### src/rtl/sram_port_arbiter_if.sv
// Requester-side bus of the SRAM port arbiter: two independent request/ack
// channels. The requester drives through master, the arbiter through slave.
interface sram_port_arbiter_if #(
  parameter int SRAM_ADDR_WD = 9,
  parameter int SRAM_DATA_WD = 32
);
  localparam int MASK_WD = SRAM_DATA_WD / 8;

  logic                    m0_req;
  logic                    m0_we;
  logic [SRAM_ADDR_WD-1:0] m0_addr;
  logic [SRAM_DATA_WD-1:0] m0_wdata;
  logic [MASK_WD-1:0]      m0_mask;
  logic                    m0_ack;
  logic [SRAM_DATA_WD-1:0] m0_rdata;

  logic                    m1_req;
  logic                    m1_we;
  logic [SRAM_ADDR_WD-1:0] m1_addr;
  logic [SRAM_DATA_WD-1:0] m1_wdata;
  logic [MASK_WD-1:0]      m1_mask;
  logic                    m1_ack;
  logic [SRAM_DATA_WD-1:0] m1_rdata;

  modport master (
    output m0_req, m0_we, m0_addr, m0_wdata, m0_mask,
    output m1_req, m1_we, m1_addr, m1_wdata, m1_mask,
    input  m0_ack, m0_rdata, m1_ack, m1_rdata
  );

  modport slave (
    input  m0_req, m0_we, m0_addr, m0_wdata, m0_mask,
    input  m1_req, m1_we, m1_addr, m1_wdata, m1_mask,
    output m0_ack, m0_rdata, m1_ack, m1_rdata
  );
endinterface

### src/rtl/sram_port_arbiter.sv
// Two-requester round-robin arbiter in front of a dual-port SRAM macro
// (port A read-only, port B write-only); one access in flight at a time.
module sram_port_arbiter #(
  parameter int SRAM_ADDR_WD = 9,
  parameter int SRAM_DATA_WD = 32
) (
  input  logic                      wb_clk_i,
  input  logic                      wb_rst_i,
  sram_port_arbiter_if.slave        bus,
  output logic                      sram_csb_a,
  output logic [SRAM_ADDR_WD-1:0]   sram_addr_a,
  input  logic [SRAM_DATA_WD-1:0]   sram_dout_a,
  output logic                      sram_csb_b,
  output logic                      sram_web_b,
  output logic [SRAM_DATA_WD/8-1:0] sram_mask_b,
  output logic [SRAM_ADDR_WD-1:0]   sram_addr_b,
  output logic [SRAM_DATA_WD-1:0]   sram_din_b,
  output logic                      busy_o
);

  localparam int MASK_WD = SRAM_DATA_WD / 8;

  typedef enum logic [1:0] {
    IDLE  = 2'd0,
    ISSUE = 2'd1,
    WAIT  = 2'd2,
    ACK   = 2'd3
  } state_t;

  state_t state_reg;
  logic   last_grant_reg;
  logic   owner_reg;
  logic   we_reg;

  logic                    req   [2];
  logic                    we    [2];
  logic [SRAM_ADDR_WD-1:0] addr  [2];
  logic [SRAM_DATA_WD-1:0] wdata [2];
  logic [MASK_WD-1:0]      mask  [2];

  assign req[0]   = bus.m0_req;
  assign we[0]    = bus.m0_we;
  assign addr[0]  = bus.m0_addr;
  assign wdata[0] = bus.m0_wdata;
  assign mask[0]  = bus.m0_mask;
  assign req[1]   = bus.m1_req;
  assign we[1]    = bus.m1_we;
  assign addr[1]  = bus.m1_addr;
  assign wdata[1] = bus.m1_wdata;
  assign mask[1]  = bus.m1_mask;

  logic any_req;
  logic winner;

  // On a tie the requester that did not own the previous completed access wins.
  always_comb begin
    any_req = req[0] | req[1];
    winner  = 1'b0;
    if (req[0] && req[1]) begin
      winner = ~last_grant_reg;
    end else if (req[1]) begin
      winner = 1'b1;
    end
  end

  always_ff @(posedge wb_clk_i) begin
    if (wb_rst_i) begin
      state_reg      <= IDLE;
      last_grant_reg <= 1'b1;
      owner_reg      <= 1'b0;
      we_reg         <= 1'b0;
      sram_csb_a     <= 1'b1;
      sram_addr_a    <= '0;
      sram_csb_b     <= 1'b1;
      sram_web_b     <= 1'b1;
      sram_mask_b    <= '0;
      sram_addr_b    <= '0;
      sram_din_b     <= '0;
    end else begin
      case (state_reg)
        IDLE: begin
          if (any_req) begin
            owner_reg <= winner;
            we_reg    <= we[winner];
            state_reg <= ISSUE;
            // SRAM pins are registered here so they are live during ISSUE.
            if (we[winner]) begin
              sram_csb_b  <= 1'b0;
              sram_web_b  <= 1'b0;
              sram_addr_b <= addr[winner];
              sram_din_b  <= wdata[winner];
              sram_mask_b <= mask[winner];
            end else begin
              sram_csb_a  <= 1'b0;
              sram_addr_a <= addr[winner];
            end
          end
        end
        ISSUE: begin
          sram_csb_a <= 1'b1;
          sram_csb_b <= 1'b1;
          sram_web_b <= 1'b1;
          state_reg  <= we_reg ? ACK : WAIT;
        end
        WAIT: begin
          state_reg <= ACK;
        end
        ACK: begin
          last_grant_reg <= owner_reg;
          state_reg      <= IDLE;
        end
        default: begin
          state_reg <= IDLE;
        end
      endcase
    end
  end

  assign busy_o = (state_reg != IDLE);

  genvar gi;
  generate
    for (gi = 0; gi < 2; gi++) begin : g_port
      localparam logic ID = 1'(gi);
      logic                    ack_reg;
      logic [SRAM_DATA_WD-1:0] rdata_reg;

      // Ack is registered one state early so it is high exactly during ACK.
      always_ff @(posedge wb_clk_i) begin
        if (wb_rst_i) begin
          ack_reg   <= 1'b0;
          rdata_reg <= '0;
        end else begin
          ack_reg <= (owner_reg == ID) &&
                     (((state_reg == ISSUE) && we_reg) || (state_reg == WAIT));
          if ((state_reg == WAIT) && (owner_reg == ID)) begin
            rdata_reg <= sram_dout_a;
          end
        end
      end
    end
  endgenerate

  assign bus.m0_ack   = g_port[0].ack_reg;
  assign bus.m0_rdata = g_port[0].rdata_reg;
  assign bus.m1_ack   = g_port[1].ack_reg;
  assign bus.m1_rdata = g_port[1].rdata_reg;

endmodule

### src/flat_wrapper.sv
// flat-port wrapper written by rule: the top's interface ports become plain ports
module sram_port_arbiter_flat 
#(
  parameter int SRAM_ADDR_WD = 9,
  parameter int SRAM_DATA_WD = 32
)
  (wb_clk_i, wb_rst_i, sram_csb_a, sram_addr_a, sram_dout_a, sram_csb_b, sram_web_b, sram_mask_b, sram_addr_b, sram_din_b, busy_o, bus_m0_req, bus_m0_we, bus_m0_addr, bus_m0_wdata, bus_m0_mask, bus_m1_req, bus_m1_we, bus_m1_addr, bus_m1_wdata, bus_m1_mask, bus_m0_ack, bus_m0_rdata, bus_m1_ack, bus_m1_rdata);
  sram_port_arbiter_if #(.SRAM_ADDR_WD(SRAM_ADDR_WD), .SRAM_DATA_WD(SRAM_DATA_WD)) bus_i ();
  input  logic wb_clk_i;
  input  logic wb_rst_i;
  output logic sram_csb_a;
  output logic [SRAM_ADDR_WD-1:0] sram_addr_a;
  input  logic [SRAM_DATA_WD-1:0] sram_dout_a;
  output logic sram_csb_b;
  output logic sram_web_b;
  output logic [SRAM_DATA_WD/8-1:0] sram_mask_b;
  output logic [SRAM_ADDR_WD-1:0] sram_addr_b;
  output logic [SRAM_DATA_WD-1:0] sram_din_b;
  output logic busy_o;
  input wire logic [$bits(bus_i.m0_req)-1:0] bus_m0_req;
  input wire logic [$bits(bus_i.m0_we)-1:0] bus_m0_we;
  input wire logic [$bits(bus_i.m0_addr)-1:0] bus_m0_addr;
  input wire logic [$bits(bus_i.m0_wdata)-1:0] bus_m0_wdata;
  input wire logic [$bits(bus_i.m0_mask)-1:0] bus_m0_mask;
  input wire logic [$bits(bus_i.m1_req)-1:0] bus_m1_req;
  input wire logic [$bits(bus_i.m1_we)-1:0] bus_m1_we;
  input wire logic [$bits(bus_i.m1_addr)-1:0] bus_m1_addr;
  input wire logic [$bits(bus_i.m1_wdata)-1:0] bus_m1_wdata;
  input wire logic [$bits(bus_i.m1_mask)-1:0] bus_m1_mask;
  output wire logic [$bits(bus_i.m0_ack)-1:0] bus_m0_ack;
  output wire logic [$bits(bus_i.m0_rdata)-1:0] bus_m0_rdata;
  output wire logic [$bits(bus_i.m1_ack)-1:0] bus_m1_ack;
  output wire logic [$bits(bus_i.m1_rdata)-1:0] bus_m1_rdata;
  assign bus_i.m0_req = bus_m0_req;
  assign bus_i.m0_we = bus_m0_we;
  assign bus_i.m0_addr = bus_m0_addr;
  assign bus_i.m0_wdata = bus_m0_wdata;
  assign bus_i.m0_mask = bus_m0_mask;
  assign bus_i.m1_req = bus_m1_req;
  assign bus_i.m1_we = bus_m1_we;
  assign bus_i.m1_addr = bus_m1_addr;
  assign bus_i.m1_wdata = bus_m1_wdata;
  assign bus_i.m1_mask = bus_m1_mask;
  assign bus_m0_ack = bus_i.m0_ack;
  assign bus_m0_rdata = bus_i.m0_rdata;
  assign bus_m1_ack = bus_i.m1_ack;
  assign bus_m1_rdata = bus_i.m1_rdata;
  sram_port_arbiter #(.SRAM_ADDR_WD(SRAM_ADDR_WD), .SRAM_DATA_WD(SRAM_DATA_WD)) u_core (.wb_clk_i(wb_clk_i), .wb_rst_i(wb_rst_i), .bus(bus_i), .sram_csb_a(sram_csb_a), .sram_addr_a(sram_addr_a), .sram_dout_a(sram_dout_a), .sram_csb_b(sram_csb_b), .sram_web_b(sram_web_b), .sram_mask_b(sram_mask_b), .sram_addr_b(sram_addr_b), .sram_din_b(sram_din_b), .busy_o(busy_o));
endmodule
### config.mk
export PLATFORM = sky130hd
export DESIGN_NAME = sram_port_arbiter_flat
export DESIGN_NICKNAME = d
export VERILOG_FILES = /design/src/rtl/sram_port_arbiter_if.sv /design/src/rtl/sram_port_arbiter.sv /design/src/flat_wrapper.sv
export SDC_FILE = /design/constraint.sdc
export NUM_CORES = 1
export LEC_CHECK = 0
export CORE_UTILIZATION = 44
export CTS_CLUSTER_SIZE = 16
export DETAILED_ROUTE_END_ITERATION = 8
export MAX_ROUTING_LAYER = met4
export PLACE_DENSITY = 0.92
export SETUP_SLACK_MARGIN = 0.15
export SLEW_MARGIN = 20
export SYNTH_ARGS = -nofsm -noshare
export SYNTH_HDL_FRONTEND = slang
export SYNTH_SLANG_ARGS = --single-unit
export TNS_END_PERCENT = 1
### constraint.sdc
create_clock -name wb_clk_i -period 2.5 [get_ports wb_clk_i]
set_clock_uncertainty 0.15 [all_clocks]
set_input_delay 0.5 -clock wb_clk_i [delete_from_list [all_inputs] [get_ports wb_clk_i]]
set_output_delay 0.5 -clock wb_clk_i [all_outputs]
set_load 0.05 [all_outputs]
# Word-level counts from Yosys, hierarchy flattened

Index checks and enable logic that the tools add are counted.
Widths: inputs -> output; s select.

Logic and storage cells: 64
Bits of input ports: 128
Register bits: 127

Order comparisons: 1
Muxes and demuxes: 23
Reductions and logical operators: 15
Equal/unequal tests: 6
Bitwise operators: 5

Operators by type and width:

| operator           | number |
|---|---|
| $mux 32            | 3 |
| $mux 9             | 3 |
| $mux 4             | 3 |
| $reduce_and 3->1   | 4 |
| $mux 1             | 10 |
| $pmux 2 s4         | 1 |
| $logic_and 1x1->1  | 6 |
| $eq 2x2->1 const B | 2 |
| $ne 2x1->1 const B | 2 |
| $pmux 1 s2         | 2 |
| $reduce_bool 2->1  | 2 |
| $not 1->1          | 3 |
| $eq 2x1->1 const B | 1 |
| $ge 2x2->1 const B | 1 |
| $logic_not 2->1    | 1 |
| $mux 2             | 1 |
| $ne 2x2->1 const B | 1 |
| $not 1->2          | 1 |
| $reduce_and 2->1   | 1 |
| $logic_or 1x1->1   | 1 |
| $or 1x1->1         | 1 |

# Logic depth before layout (Yosys ltp)

Word-level depth: 9
Depth in mapped cells: 8
Mapped depth without buffers: 5

# Least setup slack after synthesis

OpenSTA, ideal clock, no wires.

Path kind: reg-to-output
From: reg u_core.state_reg[0]
To: out busy_o
Stages on the path, launching flop included: 5
Arrival time: 1.122 ns
Slack: 0.728 ns
Path through: dfxtp_1 -> inv_1 -> ha_1 -> buf_2 -> inv_1

Word-level cells in the longest chain between the ends: 1

RTL lines:

| what                   | RTL line                 | source |
|---|---|---|
| from (decl)            | sram_port_arbiter.sv:30  | `state_t state_reg;` |
| from (signal assigned) | sram_port_arbiter.sv:103 | `state_reg <= we_reg ? ACK : WAIT;` |
| $reduce_bool 2->1      | sram_port_arbiter.sv:119 | `assign busy_o = (state_reg != IDLE);` |
| to (decl)              | flat_wrapper.sv:19       | `output logic busy_o;` |

No other way between the ends.

# Worst setup path in the final report

From: reg u_core.sram_csb_b
To: out sram_csb_b

RTL lines:

| what                   | RTL line                 | source |
|---|---|---|
| from (decl)            | sram_port_arbiter.sv:13  | `output logic sram_csb_b,` |
| from (signal assigned) | sram_port_arbiter.sv:74  | `sram_csb_b <= 1'b1;` |
| from (signal assigned) | sram_port_arbiter.sv:88  | `sram_csb_b <= 1'b0;` |
| from (signal assigned) | sram_port_arbiter.sv:101 | `sram_csb_b <= 1'b1;` |
| to (decl)              | flat_wrapper.sv:14       | `output logic sram_csb_b;` |

No word-level cell between the ends.

==> out/results.ini <==
[synth]
synth.distinct_cells = 28
syn_area_um2 = 5231
ys_warn_count = 0
synth_seq_area_share_pct = 48.60
netlist_instances = 568
synthFlopType = dfxtp_1
ys_async_sr_fraction_pct = 0
syn_area_per_cell_um2 = 9.210
ys_ff_latch = 127
syn_nets = 700
synth_edf_count = 0

[layout]
syn2layout_area_growth_pct = 60.27
utilization_pct = 72.81
diodes = 0
stdcell_area_um2 = 8384
drive_above_1_share_pct = 11.21
layout.nets = 933
final_cells = 955

[setup_path]
worstSetupEndpointType = output port
arrival_ns = 1.60
crit_slowest_cell = clkdlybuf4s50_1
cp_cell_sequence = clkdlybuf4s50_1
path_delay_family = buffers and inverters
required_ns = 1.85
crit_buf_inv = 1
cp-start-kind = flop
setup.worst_path.class = reg2out
cp_max_fo = 4
cpPeakStageDelay_ns = 0.83

[global_route]
grt_pass1_wl_mm = 26.36
grt_max_degree = 56
antenna_found_initial = 0
grt_overflow = 0
grt_pass1_vias = 5258
grt_use_total_pct = 27.54

[floorplanning]
core_um2 = 11520
initial_utilization_pct = 45.43
ios = 252
die_x_um = 111.0
die-area_um2 = 12330
std_cell_rows = 39
die_y_um = 111.0

[drt]
vias_per_cell = 5.354
wirelength_mm = 16.20
wl_per_cell_um = 16.96
drtPass1Iterations = 8
drc = 22
postRouteAntennaNets = 0
vias = 5113
drt_iter0_drc = 299

[sta]
fin_crit_sh_pct = 90.01
setup_violations = 0
worstMarginPinSlew_ns = 0.6926
rsz0062_at_grt = no
setup_ws_ns = 0.2499
period_minus_slack_ns = 2.250
max_slew_margin_pct = 53.83
finalMaxSlewViolations = 0
final_hold_viol_count = 0
finalHoldWorstSlack_ns = 0.3014
fmax_mhz = 444.4

[clock_tree]
clkTransAtPathRegs_ns = 0.05
cts_max_level = 4
cts-root-buf = clkbuf_16
cts_hold_buf = 0
clock-sinks = 127
cts_made_buffers = 17
clk_latency_ns = 0.39
cts_tree = built
clock_path_buffers = 2

[placed_design]
placedCellCount = 925
dp_hpwl_mm = 11.67
place_area_um2 = 7834
numPortBuffers = 251
place_congestion = 0.8067
pre_cts_slack_ns = -0.09539

[status]
violations = design-rule violations
status = finished, violations left

[hold_path]
hp-class = reg2reg

[power_and_ir_drop]
power_density_nw_per_um2 = 1058
p_leak_nw = 2.915
irDropWorstVdd_v = 0.0007540

[job]
maxCapViolations = 0

kinds of logic after synthesis:
| group | share of synthesized area [%] |
|---|---|
| AO/OA/AOI/OAI | 24.61 |
| multiplexers | 8.610 |
| adder cells (fa/ha/maj) | 0.9567 |
| buffers and inverters | 5.740 |
| AND/OR/NAND/NOR | 11.48 |
| flip-flops | 48.60 |
per-stage QoR:
step	power [mW]	setup TNS (ns)
detailed placement	6.627	-0.2304
global route	9.236	0
global placement	6.496	0
floorplan	5.294	0
CTS	8.922	0
finish	8.868	0
routing by layer:
layer	vias up	global-route usage, %	routed length [um]
met2	194	47.46	8271
met1	2441	30.03	6515
met3	36	6.124	909
met4	0	13.51	498
li1	2442	-	-
met5	-	-	0
report_power, final:
group	internal (mW)	switching (mW)
combinational	1.40	2.59
sequential	2.42	0.231
clock	1.43	0.813
total	5.24	3.63
area by class of cell:
type | instances | area (um^2)
clock buffers | 23 | 478.0
clock inverters | 7 | 62.56
fillers | 853 | 3132
inverters | 5 | 18.77
multi-input cells | 383 | 2414
flip-flops and latches | 127 | 2542
well taps | 143 | 178.9
repair buffers | 267 | 2690
cells in the mapped netlist (all sizes together) (2+ instances only):
cell type | instances | share of area [%]
nor2b | 2 | 0.24
and2 | 3 | 0.36
nand2 | 132 | 9.5
mux2i | 45 | 8.6
dfxtp | 127 | 49
buf | 22 | 3.0
ha | 4 | 0.96
a21oi | 120 | 11
nor4 | 2 | 0.24
nand2b | 2 | 0.24
clkbuf | 31 | 2.4
a211oi | 56 | 12
nor3 | 5 | 0.48
inv | 5 | 0.36
a32o | 2 | 0.38
nor2 | 3 | 0.22
repair_timing:
item | CTS | global route
resized for setup | 1 | 0
endpoints found under the setup margin | 1 | 0
buffers inserted | 0 | 0
cells in the final DEF (no fill, tap or decap), types with 2 or more instances in the layout:
cell type        instances
ha_1                     3
a211oi_1                16
nor2_1                   3
clkbuf_8                 3
inv_1                    5
a32o_1                   2
nor4_1                   2
clkdlybuf4s50_1        249
buf_4                   13
a21oi_1                120
nand2_1                132
buf_12                   5
mux2i_1                 45
a211oi_2                40
nand2b_1                 2
and2_2                   2
clkinv_2                 5
dfxtp_1                127
clkbuf_1                 3
nor3_1                   5
clkbuf_16               17
path summary, 6_finish.rpt:
check / cells past startpoint / to / slack (ns) / from
setup / recovery: 1 / sram_csb_b / 0.25 / u_core.sram_csb_b
hold / removal: 2 / u_core.bus.m0_rdata[2] / 0.30 / u_core.bus.m0_rdata[2]
setup reg to reg: 5 / u_core.bus.m1_rdata[29] / 0.58 / u_core.state_reg[0]
hold reg to reg: 2 / u_core.bus.m0_rdata[2] / 0.30 / u_core.bus.m0_rdata[2]
Power figures use the tool's default switching activity.
